===== src/rtl/usb_pkt_rx_pkg.sv =====
`default_nettype none
// ============================================================================
// Module      : usb_pkt_rx_pkg
// Description : Shared USB packet types, CRC constants and byte-wide CRC
//               update functions for the receive decoder and transmit builder.
// Revision    : 1.0 - initial release
// ============================================================================
package usb_pkt_rx_pkg;

    // 4-bit PID codes (PRE and ERR share one encoding)
    typedef enum logic [3:0] {
        PID_OUT     = 4'h1,
        PID_ACK     = 4'h2,
        PID_DATA0   = 4'h3,
        PID_PING    = 4'h4,
        PID_SOF     = 4'h5,
        PID_NYET    = 4'h6,
        PID_DATA2   = 4'h7,
        PID_SPLIT   = 4'h8,
        PID_IN      = 4'h9,
        PID_NAK     = 4'hA,
        PID_DATA1   = 4'hB,
        PID_PRE_ERR = 4'hC,
        PID_SETUP   = 4'hD,
        PID_STALL   = 4'hE,
        PID_MDATA   = 4'hF
    } pid_t;

    typedef enum logic [2:0] {
        ST_IDLE      = 3'd0,
        ST_PID       = 3'd1,
        ST_TOKEN1    = 3'd2,
        ST_TOKEN2    = 3'd3,
        ST_TOKEN_END = 3'd4,
        ST_DATA      = 3'd5,
        ST_HSK_END   = 3'd6,
        ST_DRAIN     = 3'd7
    } rx_state_t;

    localparam logic [4:0]  CRC5_INIT      = 5'h1F;
    localparam logic [4:0]  CRC5_POLY      = 5'h05;
    localparam logic [4:0]  CRC5_RESIDUAL  = 5'b01100;
    localparam logic [15:0] CRC16_INIT     = 16'hFFFF;
    localparam logic [15:0] CRC16_POLY     = 16'h8005;
    localparam logic [15:0] CRC16_RESIDUAL = 16'h800D;

    // Eight serial CRC steps, bit 0 of the byte first (wire order)
    function automatic logic [4:0] crc5_byte(input logic [4:0] crc, input logic [7:0] data);
        logic [4:0] c;
        c = crc;
        for (int i = 0; i < 8; i++) begin
            if (data[i] ^ c[4])
                c = {c[3:0], 1'b0} ^ CRC5_POLY;
            else
                c = {c[3:0], 1'b0};
        end
        return c;
    endfunction

    function automatic logic [15:0] crc16_byte(input logic [15:0] crc, input logic [7:0] data);
        logic [15:0] c;
        c = crc;
        for (int i = 0; i < 8; i++) begin
            if (data[i] ^ c[15])
                c = {c[14:0], 1'b0} ^ CRC16_POLY;
            else
                c = {c[14:0], 1'b0};
        end
        return c;
    endfunction

endpackage
`default_nettype wire


===== src/rtl/usb_crc16.sv =====
`default_nettype none
// ============================================================================
// Module      : usb_crc16
// Description : Byte-wide USB CRC16 register with init/enable and a residual
//               check on the value being loaded this cycle.
// Revision    : 1.0 - initial release
// Ports       : clk, reset   - clock, synchronous active-high reset
//               init         - load CRC16_INIT (wins over en)
//               en, data     - fold one byte into the CRC
//               res_ok       - next CRC value equals the good-packet residual
// ============================================================================
module usb_crc16
    import usb_pkt_rx_pkg::*;
(
    input  logic       clk,
    input  logic       reset,
    input  logic       init,
    input  logic       en,
    input  logic [7:0] data,
    output logic       res_ok
);

    logic [15:0] crc_q;
    logic [15:0] crc_d;

    always_comb begin
        crc_d = crc_q;
        if (init)
            crc_d = CRC16_INIT;
        else if (en)
            crc_d = crc16_byte(crc_q, data);
    end

    always_ff @(posedge clk) begin
        if (reset)
            crc_q <= CRC16_INIT;
        else
            crc_q <= crc_d;
    end

    // Checked on the next value so a final byte arriving with end-of-packet
    // is already included.
    assign res_ok = (crc_d == CRC16_RESIDUAL);

endmodule
`default_nettype wire


===== src/rtl/usb_pkt_rx.sv =====
`default_nettype none
// ============================================================================
// Module      : usb_pkt_rx
// Description : USB receive packet decoder. Validates PID, length and CRC5/
//               CRC16, emits token/SOF fields, handshake PIDs and CRC-stripped
//               payload bytes, with one status pulse per packet.
// Revision    : 1.0 - initial release
// Ports       : rx_data/rx_active/rx_valid/rx_error - receiver byte stream
//               pid/addr/endp/frame  - fields of the last accepted packet
//               token_valid/sof_valid/hsk_valid/data_ok/pkt_err - status pulses
//               dout/dout_valid      - payload bytes
// ============================================================================
module usb_pkt_rx
    import usb_pkt_rx_pkg::*;
#(
    parameter int MAX_DATA = 1023
) (
    input  logic        clk,
    input  logic        reset,
    input  logic [7:0]  rx_data,
    input  logic        rx_active,
    input  logic        rx_valid,
    input  logic        rx_error,
    output logic [3:0]  pid,
    output logic [6:0]  addr,
    output logic [3:0]  endp,
    output logic [10:0] frame,
    output logic        token_valid,
    output logic        sof_valid,
    output logic        hsk_valid,
    output logic [7:0]  dout,
    output logic        dout_valid,
    output logic        data_ok,
    output logic        pkt_err
);

    rx_state_t   state_q, state_d;
    logic        act_prev_q;
    logic        err_q, err_d;
    logic [3:0]  pid_cand_q, pid_cand_d;
    logic [10:0] field_q, field_d;
    logic [4:0]  crc5_q, crc5_d;
    logic [10:0] cnt_q, cnt_d;
    logic [7:0]  buf0_q, buf0_d, buf1_q, buf1_d;
    logic [3:0]  pid_q, pid_d;
    logic [6:0]  addr_q, addr_d;
    logic [3:0]  endp_q, endp_d;
    logic [10:0] frame_q, frame_d;
    logic [7:0]  dout_q, dout_d;
    logic        dout_valid_q, dout_valid_d;
    logic        token_valid_q, token_valid_d;
    logic        sof_valid_q, sof_valid_d;
    logic        hsk_valid_q, hsk_valid_d;
    logic        data_ok_q, data_ok_d;
    logic        pkt_err_q, pkt_err_d;
    logic        over;

    // act_prev resets high so a packet already running at reset release
    // is not seen as a rising edge.
    wire rx_rise     = rx_active & ~act_prev_q;
    wire rx_fall     = ~rx_active & act_prev_q;
    wire crc16_init  = (state_q == ST_IDLE) & rx_rise;
    wire crc16_en    = (state_q == ST_DATA) & rx_valid;
    logic crc16_ok;

    usb_crc16 u_crc16 (
        .clk    (clk),
        .reset  (reset),
        .init   (crc16_init),
        .en     (crc16_en),
        .data   (rx_data),
        .res_ok (crc16_ok)
    );

    always_comb begin
        state_d       = state_q;
        err_d         = err_q;
        pid_cand_d    = pid_cand_q;
        field_d       = field_q;
        crc5_d        = crc5_q;
        cnt_d         = cnt_q;
        buf0_d        = buf0_q;
        buf1_d        = buf1_q;
        pid_d         = pid_q;
        addr_d        = addr_q;
        endp_d        = endp_q;
        frame_d       = frame_q;
        dout_d        = dout_q;
        dout_valid_d  = 1'b0;
        token_valid_d = 1'b0;
        sof_valid_d   = 1'b0;
        hsk_valid_d   = 1'b0;
        data_ok_d     = 1'b0;
        pkt_err_d     = 1'b0;
        over          = 1'b0;

        // Byte handling for the current state
        case (state_q)
            ST_IDLE: begin
                if (rx_rise) begin
                    state_d = ST_PID;
                    err_d   = 1'b0;
                    cnt_d   = '0;
                    crc5_d  = CRC5_INIT;
                end
            end
            ST_PID: begin
                if (rx_valid) begin
                    pid_cand_d = rx_data[3:0];
                    if (rx_data[7:4] != ~rx_data[3:0]) begin
                        state_d = ST_DRAIN;
                        err_d   = 1'b1;
                    end else begin
                        case (rx_data[3:0])
                            PID_OUT, PID_IN, PID_SETUP, PID_SOF: state_d = ST_TOKEN1;
                            PID_DATA0, PID_DATA1:                state_d = ST_DATA;
                            PID_ACK, PID_NAK, PID_STALL:         state_d = ST_HSK_END;
                            default: begin
                                state_d = ST_DRAIN;
                                err_d   = 1'b1;
                            end
                        endcase
                    end
                end
            end
            ST_TOKEN1: begin
                if (rx_valid) begin
                    field_d[7:0] = rx_data;
                    crc5_d       = crc5_byte(crc5_q, rx_data);
                    state_d      = ST_TOKEN2;
                end
            end
            ST_TOKEN2: begin
                if (rx_valid) begin
                    field_d[10:8] = rx_data[2:0];
                    crc5_d        = crc5_byte(crc5_q, rx_data);
                    state_d       = ST_TOKEN_END;
                end
            end
            ST_TOKEN_END, ST_HSK_END: begin
                if (rx_valid)
                    err_d = 1'b1;
            end
            ST_DATA: begin
                if (rx_valid) begin
                    cnt_d  = (cnt_q == 11'h7FF) ? cnt_q : cnt_q + 11'd1;
                    over   = int'(cnt_d) > MAX_DATA + 2;
                    // Two-byte delay line holds back the trailing CRC bytes
                    buf1_d = buf0_q;
                    buf0_d = rx_data;
                    if (over)
                        err_d = 1'b1;
                    else if (cnt_q >= 11'd2) begin
                        dout_d       = buf1_q;
                        dout_valid_d = 1'b1;
                    end
                end
            end
            default: ;
        endcase

        if (state_q != ST_IDLE) begin
            if (rx_error)
                err_d = 1'b1;
            // End of packet: classify on the state reached after any byte
            // that arrived in this same cycle.
            if (rx_fall) begin
                case (state_d)
                    ST_PID: ;
                    ST_TOKEN_END: begin
                        if (err_d || crc5_d != CRC5_RESIDUAL)
                            pkt_err_d = 1'b1;
                        else begin
                            pid_d = pid_cand_d;
                            if (pid_cand_d == PID_SOF) begin
                                sof_valid_d = 1'b1;
                                frame_d     = field_d;
                            end else begin
                                token_valid_d = 1'b1;
                                addr_d        = field_d[6:0];
                                endp_d        = field_d[10:7];
                            end
                        end
                    end
                    ST_DATA: begin
                        if (err_d || cnt_d < 11'd2 || !crc16_ok)
                            pkt_err_d = 1'b1;
                        else begin
                            data_ok_d = 1'b1;
                            pid_d     = pid_cand_d;
                        end
                    end
                    ST_HSK_END: begin
                        if (err_d)
                            pkt_err_d = 1'b1;
                        else begin
                            hsk_valid_d = 1'b1;
                            pid_d       = pid_cand_d;
                        end
                    end
                    default: pkt_err_d = 1'b1;
                endcase
                state_d = ST_IDLE;
            end
        end
    end

    always_ff @(posedge clk) begin
        if (reset) begin
            state_q       <= ST_IDLE;
            act_prev_q    <= 1'b1;
            err_q         <= 1'b0;
            pid_cand_q    <= '0;
            field_q       <= '0;
            crc5_q        <= CRC5_INIT;
            cnt_q         <= '0;
            buf0_q        <= '0;
            buf1_q        <= '0;
            pid_q         <= '0;
            addr_q        <= '0;
            endp_q        <= '0;
            frame_q       <= '0;
            dout_q        <= '0;
            dout_valid_q  <= 1'b0;
            token_valid_q <= 1'b0;
            sof_valid_q   <= 1'b0;
            hsk_valid_q   <= 1'b0;
            data_ok_q     <= 1'b0;
            pkt_err_q     <= 1'b0;
        end else begin
            state_q       <= state_d;
            act_prev_q    <= rx_active;
            err_q         <= err_d;
            pid_cand_q    <= pid_cand_d;
            field_q       <= field_d;
            crc5_q        <= crc5_d;
            cnt_q         <= cnt_d;
            buf0_q        <= buf0_d;
            buf1_q        <= buf1_d;
            pid_q         <= pid_d;
            addr_q        <= addr_d;
            endp_q        <= endp_d;
            frame_q       <= frame_d;
            dout_q        <= dout_d;
            dout_valid_q  <= dout_valid_d;
            token_valid_q <= token_valid_d;
            sof_valid_q   <= sof_valid_d;
            hsk_valid_q   <= hsk_valid_d;
            data_ok_q     <= data_ok_d;
            pkt_err_q     <= pkt_err_d;
        end
    end

    assign pid         = pid_q;
    assign addr        = addr_q;
    assign endp        = endp_q;
    assign frame       = frame_q;
    assign dout        = dout_q;
    assign dout_valid  = dout_valid_q;
    assign token_valid = token_valid_q;
    assign sof_valid   = sof_valid_q;
    assign hsk_valid   = hsk_valid_q;
    assign data_ok     = data_ok_q;
    assign pkt_err     = pkt_err_q;

endmodule
`default_nettype wire

===== config.mk =====
export PLATFORM = sky130hd
export DESIGN_NAME = usb_pkt_rx
export DESIGN_NICKNAME = d
export VERILOG_FILES = /design/src/rtl/usb_pkt_rx_pkg.sv /design/src/rtl/usb_crc16.sv /design/src/rtl/usb_pkt_rx.sv
export SDC_FILE = /design/constraint.sdc
export NUM_CORES = 1
export LEC_CHECK = 0
export BUFFER_PORTS_ARGS = -buffer_cell sky130_fd_sc_hd__buf_4
export CORE_MARGIN = 2
export CORE_UTILIZATION = 59
export CTS_CLUSTER_DIAMETER = 60
export DETAILED_ROUTE_END_ITERATION = 8
export GPL_TIMING_DRIVEN = 1
export PLACE_DENSITY = 0.89
export SLEW_MARGIN = 20
export SYNTH_ARGS = -nofsm -noshare
export SYNTH_HDL_FRONTEND = slang
export SYNTH_SLANG_ARGS = --single-unit

===== constraint.sdc =====
create_clock -name clk -period 3.6 [get_ports clk]
set_clock_uncertainty 0.15 [all_clocks]
set_input_delay 0.18 -clock clk [delete_from_list [all_inputs] [get_ports clk]]
set_output_delay 0.18 -clock clk [all_outputs]
set_load 0.1 [all_outputs]

==> run_results.csv, run 1 <==
group,metric,value,unit
sta,fin_tns_setup,0,ns
sta,fin_crit_sh,0.979,
clocking,clockRootBuffer,"clkbuf_8",
synth,synth_top_flop_cell,"dfxtp_1",
synth,synth_area_leaders,"dfxtp_1, mux2i_1, nand2_1",
global_routing,antenna_found_initial,0,
floorplanning,fp.coreArea,0.00911,mm^2
place,place.gp.congestion,0.932,
synth,async_flop_share,0,
route,antenna_left,0,
setup_path,worst_path_max_delay_cell,"or4b_4",
setup_path,crit_chain,"dlygate4sd3_1, buf_4, xnor2_1, xnor2_1, xnor3_1, xnor3_1, mux2i_1, or4b_4, o31ai_4, mux2_2",
hold_path,hold_class,"primary input to flop",
sta,hold_viol,0,
sta,max-slew-margin-rel,0.402,
synth,synth_area,0.00544,mm^2
sta,worst_slew_pin_slew,0.896,ns
clocking,clockBufferDepth,2,
setup_path,cpPeakStageDelay,0.56,ns
synth,syn_avg_cell_area,8.79,um^2
global_routing,grt_start_max_net_pins,93,
finish,area_growth,13.4,%
synth,synth-edff-count,0,
route,post_drt_wl_per_cell,17.5,um
route,via_count,4672,
clocking,numCtsBuffers,9,
clocking,clk-insertion-delay-late,0.39,ns
setup_path,worst_setup_path_start_kind,"primary input",
floorplanning,start_util,0.597,
sta,rsz0062_at_grt,"no",
setup_path,end_kind,"flop",
sta,setup_viol,0,
floorplanning,ios,53,
status,outcome,"completed",
place,place_hpwl,8.82,mm
setup_path,arrival,3.65,ns
sta,whs,0.155,ns
floorplanning,die_height,100,um
clocking,cts_tree,"done",
global_routing,grt_pass1_vias,4463,
finish,final_common_cell,"dfxtp_1",
synth,ys_types,68,
floorplanning,die-area,0.0100,mm^2
synth,yosysSeqAreaShare,0.397,
synth,synthCells,619,
clocking,path_clk_slew,0.11,ns
synth,yosys.area.top_type,"dfxtp_1",
finish,mostFrequentLayoutCells,"dfxtp_1, nand2_1, buf_4, nor2_1, mux2i_1",
route,first_pass_iters,6,
power_and_ir_drop,irDropWorstVdd,0.324,mV
finish,stdcell_count,771,
clocking,postCtsSetupBuffers,0,
clocking,clock_sinks,108,
synth,synth_warnings,0,
global_routing,gr-usage-all-layers,0.268,
place,port_buffers,52,
route,via_per_inst,6.06,
sta,final_max_slew_viol_count,0,
power_and_ir_drop,powerDensity,368,mW/mm^2
synth,synth_nets,634,
sta,fin_crit,3.52,ns
route,routed_wl,13.5,mm
sta,fmax,284,MHz
finish,drive_gt1_frac,0.174,
floorplanning,fp.dieW,100,um
power_and_ir_drop,leakage,2.67,nW
route,drt-initial-drc-count,364,
setup_path,crit_required,3.73,ns
finish,nets,670,
setup_path,critPathKind,"primary input to flop",
synth,synthDominantCellAreaShare,0.397,
clocking,htree_levels,3,
synth,ys_ff_latch,108,
global_routing,grt_pass1_wl,21.4,mm
finish,n_antenna_cell,0,
place,place_inst,745,
route,drc,0,
floorplanning,row_count,35,
global_routing,grt-ovfl-total,0,
flow_run,maxCapViolCount,0,
setup_path,cp_max_fo,9,
-- worst paths after layout --
kind,slack [ns],depth (start not counted),from,end
max reg2reg,0.24,9,cnt_q[1]$_SDFF_PP0_,pid[0]$_SDFFE_PP0P_
max,0.08,10,rx_data[2],pid[0]$_SDFFE_PP0P_
min reg2reg,0.31,2,buf1_q[3]$_SDFFE_PP0P_,buf1_q[3]$_SDFFE_PP0P_
min,0.16,3,rx_valid,state_q[2]$_SDFF_PP0_
-- area by class of cell --
cell class	count	area [um^2]
clock buffers	10	128
clock inverters	6	60.1
flip-flops and latches	108	2160
repair buffers	74	581
inverters	7	26.3
well taps	111	139
multi-input cells	455	3070
fillers	664	2940
-- synthesized netlist by cell type (2+ instances only) --
cell type,instances
nor2_1,63
or3_1,2
nand2b_1,8
buf_1,2
o22ai_1,5
nand3_1,16
and2_1,5
mux2i_1,38
ha_1,2
o21a_1,2
nor3_1,18
nand4_1,12
xnor3_1,6
nand3b_1,2
a31oi_1,6
nor4bb_1,2
o2111ai_1,2
o41ai_1,3
mux2_2,15
a31o_2,2
a311oi_1,4
dfxtp_1,108
or2_2,6
and4_1,4
buf_2,5
a21o_1,5
nor4_1,6
buf_4,2
nand2_1,81
xnor2_1,17
and3_1,2
xor2_2,2
o211ai_1,14
xor3_1,3
a21oi_1,29
nand4b_1,2
clkbuf_1,40
inv_1,7
o21ai_0,11
xor2_1,11
and3b_1,2
a22oi_1,2
nor2b_1,20
-- cell families after synthesis --
family | share of synthesized area
simple gates | 0.232
flops | 0.397
compound gates | 0.127
buf+inv | 0.0412
mux | 0.101
xor+xnor | 0.0970
fa+ha+maj | 0.00460
-- repair_timing --
| action | CTS | global route |
|---|---|---|
| hold endpoints to repair | 11 | 0 |
| resized for setup | 0 | 3 |
| hold buffers | 10 | 0 |
| setup endpoints to repair | 0 | 4 |
-- flip-flops by register name (all words and copies together) (netlist names) --
name           cells
buf1_q             8
pid                4
field_q           11
act_prev_q         1
err_q              1
buf0_q             8
frame             11
token_valid        1
pid_cand_q         4
state_q            3
sof_valid          1
dout_valid         1
endp               4
hsk_valid          1
dout               8
cnt_q             11
addr               7
u_crc16.crc_q     16
pkt_err            1
data_ok            1
crc5_q             5
-- critical path, delay by kind of cell --
kind	cells	cell delay, ns
AO/OA/AOI/OAI	1	0.35
XOR/XNOR	4	1.34
AND/OR/NAND/NOR	1	0.56
buffers and inverters	2	0.72
multiplexers	2	0.49
-- through the flow --
step           cell area (um^2)  utilization  total power (W)  setup slack (ns)
2_1_floorplan              5440            -          0.00149             0.479
3_3_place_gp               5860        0.644          0.00155             0.265
3_5_place_dp               5860        0.644          0.00156             0.164
4_1_cts                    6150        0.675          0.00226             0.141
5_1_grt                    6170        0.677          0.00234            0.0189
6_report                   6170        0.677          0.00227            0.0765
-- layer usage --
metal,part of all wire,global-route usage,vias to the layer above
met5,0,0,-
met4,0.032,0.132,0
met3,0.061,0.0501,37
met2,0.50,0.460,201
met1,0.40,0.323,2204
li1,-,-,2230
-- where the power goes --
group          switching [W]  total (W)  internal (W)
clock network       0.000450   0.000716      0.000267
logic               0.000178   0.000318      0.000140
registers          0.0000228    0.00124       0.00121
Note: power is estimated with default switching activity, not from simulation.
==> run 2, diff against run 1 <==
CORE_UTILIZATION = 53   (was 59)
PLACE_DENSITY = 0.82   (was 0.89)
==> run_results.csv, run 2 (synthesis gave the netlist of run 1 again) <==
group,metric,value,unit
status,outcome,"completed",
power_and_ir_drop,power.internal,0.00162,W
route,drc,0,
setup_path,critPathKind,"primary input to flop",
finish,fin_area,0.00616,mm^2
clocking,path_clk_slew,0.10,ns
place,port_buffers,52,
power_and_ir_drop,switching_share,0.281,
power_and_ir_drop,comb_power_share,0.140,
power_and_ir_drop,leakage,2.65,nW
power_and_ir_drop,power_frac_clock,0.312,
global_routing,grt_start_max_net_pins,93,
floorplanning,fp.dieW,105,um
route,antenna_left,0,
finish,multiInputGateArea,0.00306,mm^2
route,post_drt_wl_per_cell,16.1,um
sta,final_max_slew_viol_count,0,
sta,worst_slew_pin_slew,0.901,ns
place,place_hpwl,8.90,mm
finish,largest_reg_flops,16,
clocking,clockBufferDepth,2,
place,placed_cell_area,0.00589,mm^2
route,drt-initial-drc-count,209,
sta,fin_crit,3.49,ns
finish,fillCellCount,780,
clocking,cts_resized,0,
sta,rsz0062_at_grt,"no",
global_routing,gr-usage-all-layers,0.233,
floorplanning,ios,53,
finish,final_common_cell,"dfxtp_1",
setup_path,cp_max_fo,6,
route,routed_wl,12.7,mm
hold_path,hold_class,"primary input to flop",
finish,mostFrequentLayoutCells,"dfxtp_1, nand2_1, buf_4, nor2_1, mux2i_1",
place,place.gp.congestion,0.935,
route,first_pass_iters,5,
floorplanning,die-area,0.0111,mm^2
clocking,cts_tree,"done",
floorplanning,start_util,0.552,
global_routing,grt_pass1_wl,21.3,mm
power_and_ir_drop,powerDensity,365,mW/mm^2
clocking,htree_levels,3,
setup_path,crit_required,3.71,ns
sta,hold_viol,0,
flow_run,maxCapViolCount,0,
setup_path,end_kind,"flop",
setup_path,worst_setup_path_start_kind,"primary input",
sta,fin_crit_sh,0.970,
clocking,clock_sinks,108,
finish,top_register,"u_crc16.crc_q",
power_and_ir_drop,power_switching,0.000633,W
route,via_count,4607,
floorplanning,row_count,36,
finish,area_growth,13.2,%
global_routing,grt-ovfl-total,0,
finish,n_antenna_cell,0,
floorplanning,die_height,105,um
power_and_ir_drop,irDropWorstVdd,0.216,mV
power_and_ir_drop,seq_power_share,0.548,
setup_path,arrival,3.60,ns
floorplanning,fp.coreArea,0.00986,mm^2
sta,max-slew-margin-rel,0.399,
sta,setup_viol,0,
sta,fin_tns_setup,0,ns
finish,seqCellArea,0.00216,mm^2
sta,fmax,286,MHz
clocking,numCtsBuffers,9,
global_routing,antenna_found_initial,0,
finish,nets,668,
clocking,clockRootBuffer,"clkbuf_8",
global_routing,grt_pass1_vias,4324,
finish,drive_gt1_frac,0.170,
route,via_per_inst,5.82,
clocking,clk-insertion-delay-late,0.37,ns
## run 2: power groups by stage
stage          clock [W]  combinational (W)  sequential (W)
2_1_floorplan          0           0.000240         0.00126
3_3_place_gp           0           0.000295         0.00126
3_5_place_dp           0           0.000301         0.00126
4_1_cts         0.000715           0.000311         0.00123
5_1_grt         0.000757           0.000341         0.00124
6_report        0.000703           0.000315         0.00123
## run 2: metrics by stage
stage          utilization  cells  setup slack [ns]  total power, W  hold slack, ns
3_3_place_gp         0.597    767             0.436         0.00155           0.267
5_1_grt              0.624    791            0.0117         0.00233         0.00704
3_5_place_dp         0.597    767             0.352         0.00156           0.263
2_1_floorplan            -    619             0.479         0.00149           0.137
4_1_cts              0.624    791             0.153         0.00226         0.00296
6_report             0.624    791             0.109         0.00225         0.00475
## run 2: final cells by class
| type | count | share of cell area |
|---|---|---|
| multi-input combinational | 455 | 0.496 |
| clock buffer | 10 | 0.0207 |
| clock inverter | 6 | 0.00955 |
| inverter | 7 | 0.00427 |
| sequential | 108 | 0.351 |
| tap | 133 | 0.0270 |
| timing repair buffer | 72 | 0.0910 |
## run 2: path summary, 6_finish.rpt
check,from,end,slack [ns],cells past startpoint
setup / recovery,rx_data[4],pid[2]$_SDFFE_PP0P_,0.11,10
hold / removal,rx_data[1],buf0_q[1]$_SDFFE_PP0P_,0.005,3
setup reg to reg,cnt_q[1]$_SDFF_PP0_,pid[2]$_SDFFE_PP0P_,0.31,9
hold reg to reg,buf0_q[5]$_SDFFE_PP0P_,buf1_q[5]$_SDFFE_PP0P_,0.31,2
## run 2: what timing repair did
item / in CTS / in global routing
setup buffers: 0 / 0
hold endpoints to repair: 9 / 0
setup endpoints to repair: 0 / 0
hold buffers: 8 / 0
## run 2: critical path, cell delays in order
cell,delay [ns]
dlygate4sd3_1,0.56
buf_4,0.18
xnor2_1,0.40
xor3_1,0.41
xnor3_1,0.27
xnor3_1,0.24
mux2i_1,0.11
or4b_4,0.53
o31ai_4,0.35
mux2_2,0.38
## run 2: metal layers
metal  GRT usage  vias up  part of all wire
li1            -     2232                 -
met1       0.318     2159              0.44
met2       0.379      186              0.48
met3      0.0334       30             0.064
met4      0.0800        0             0.022
met5           0        -                 0
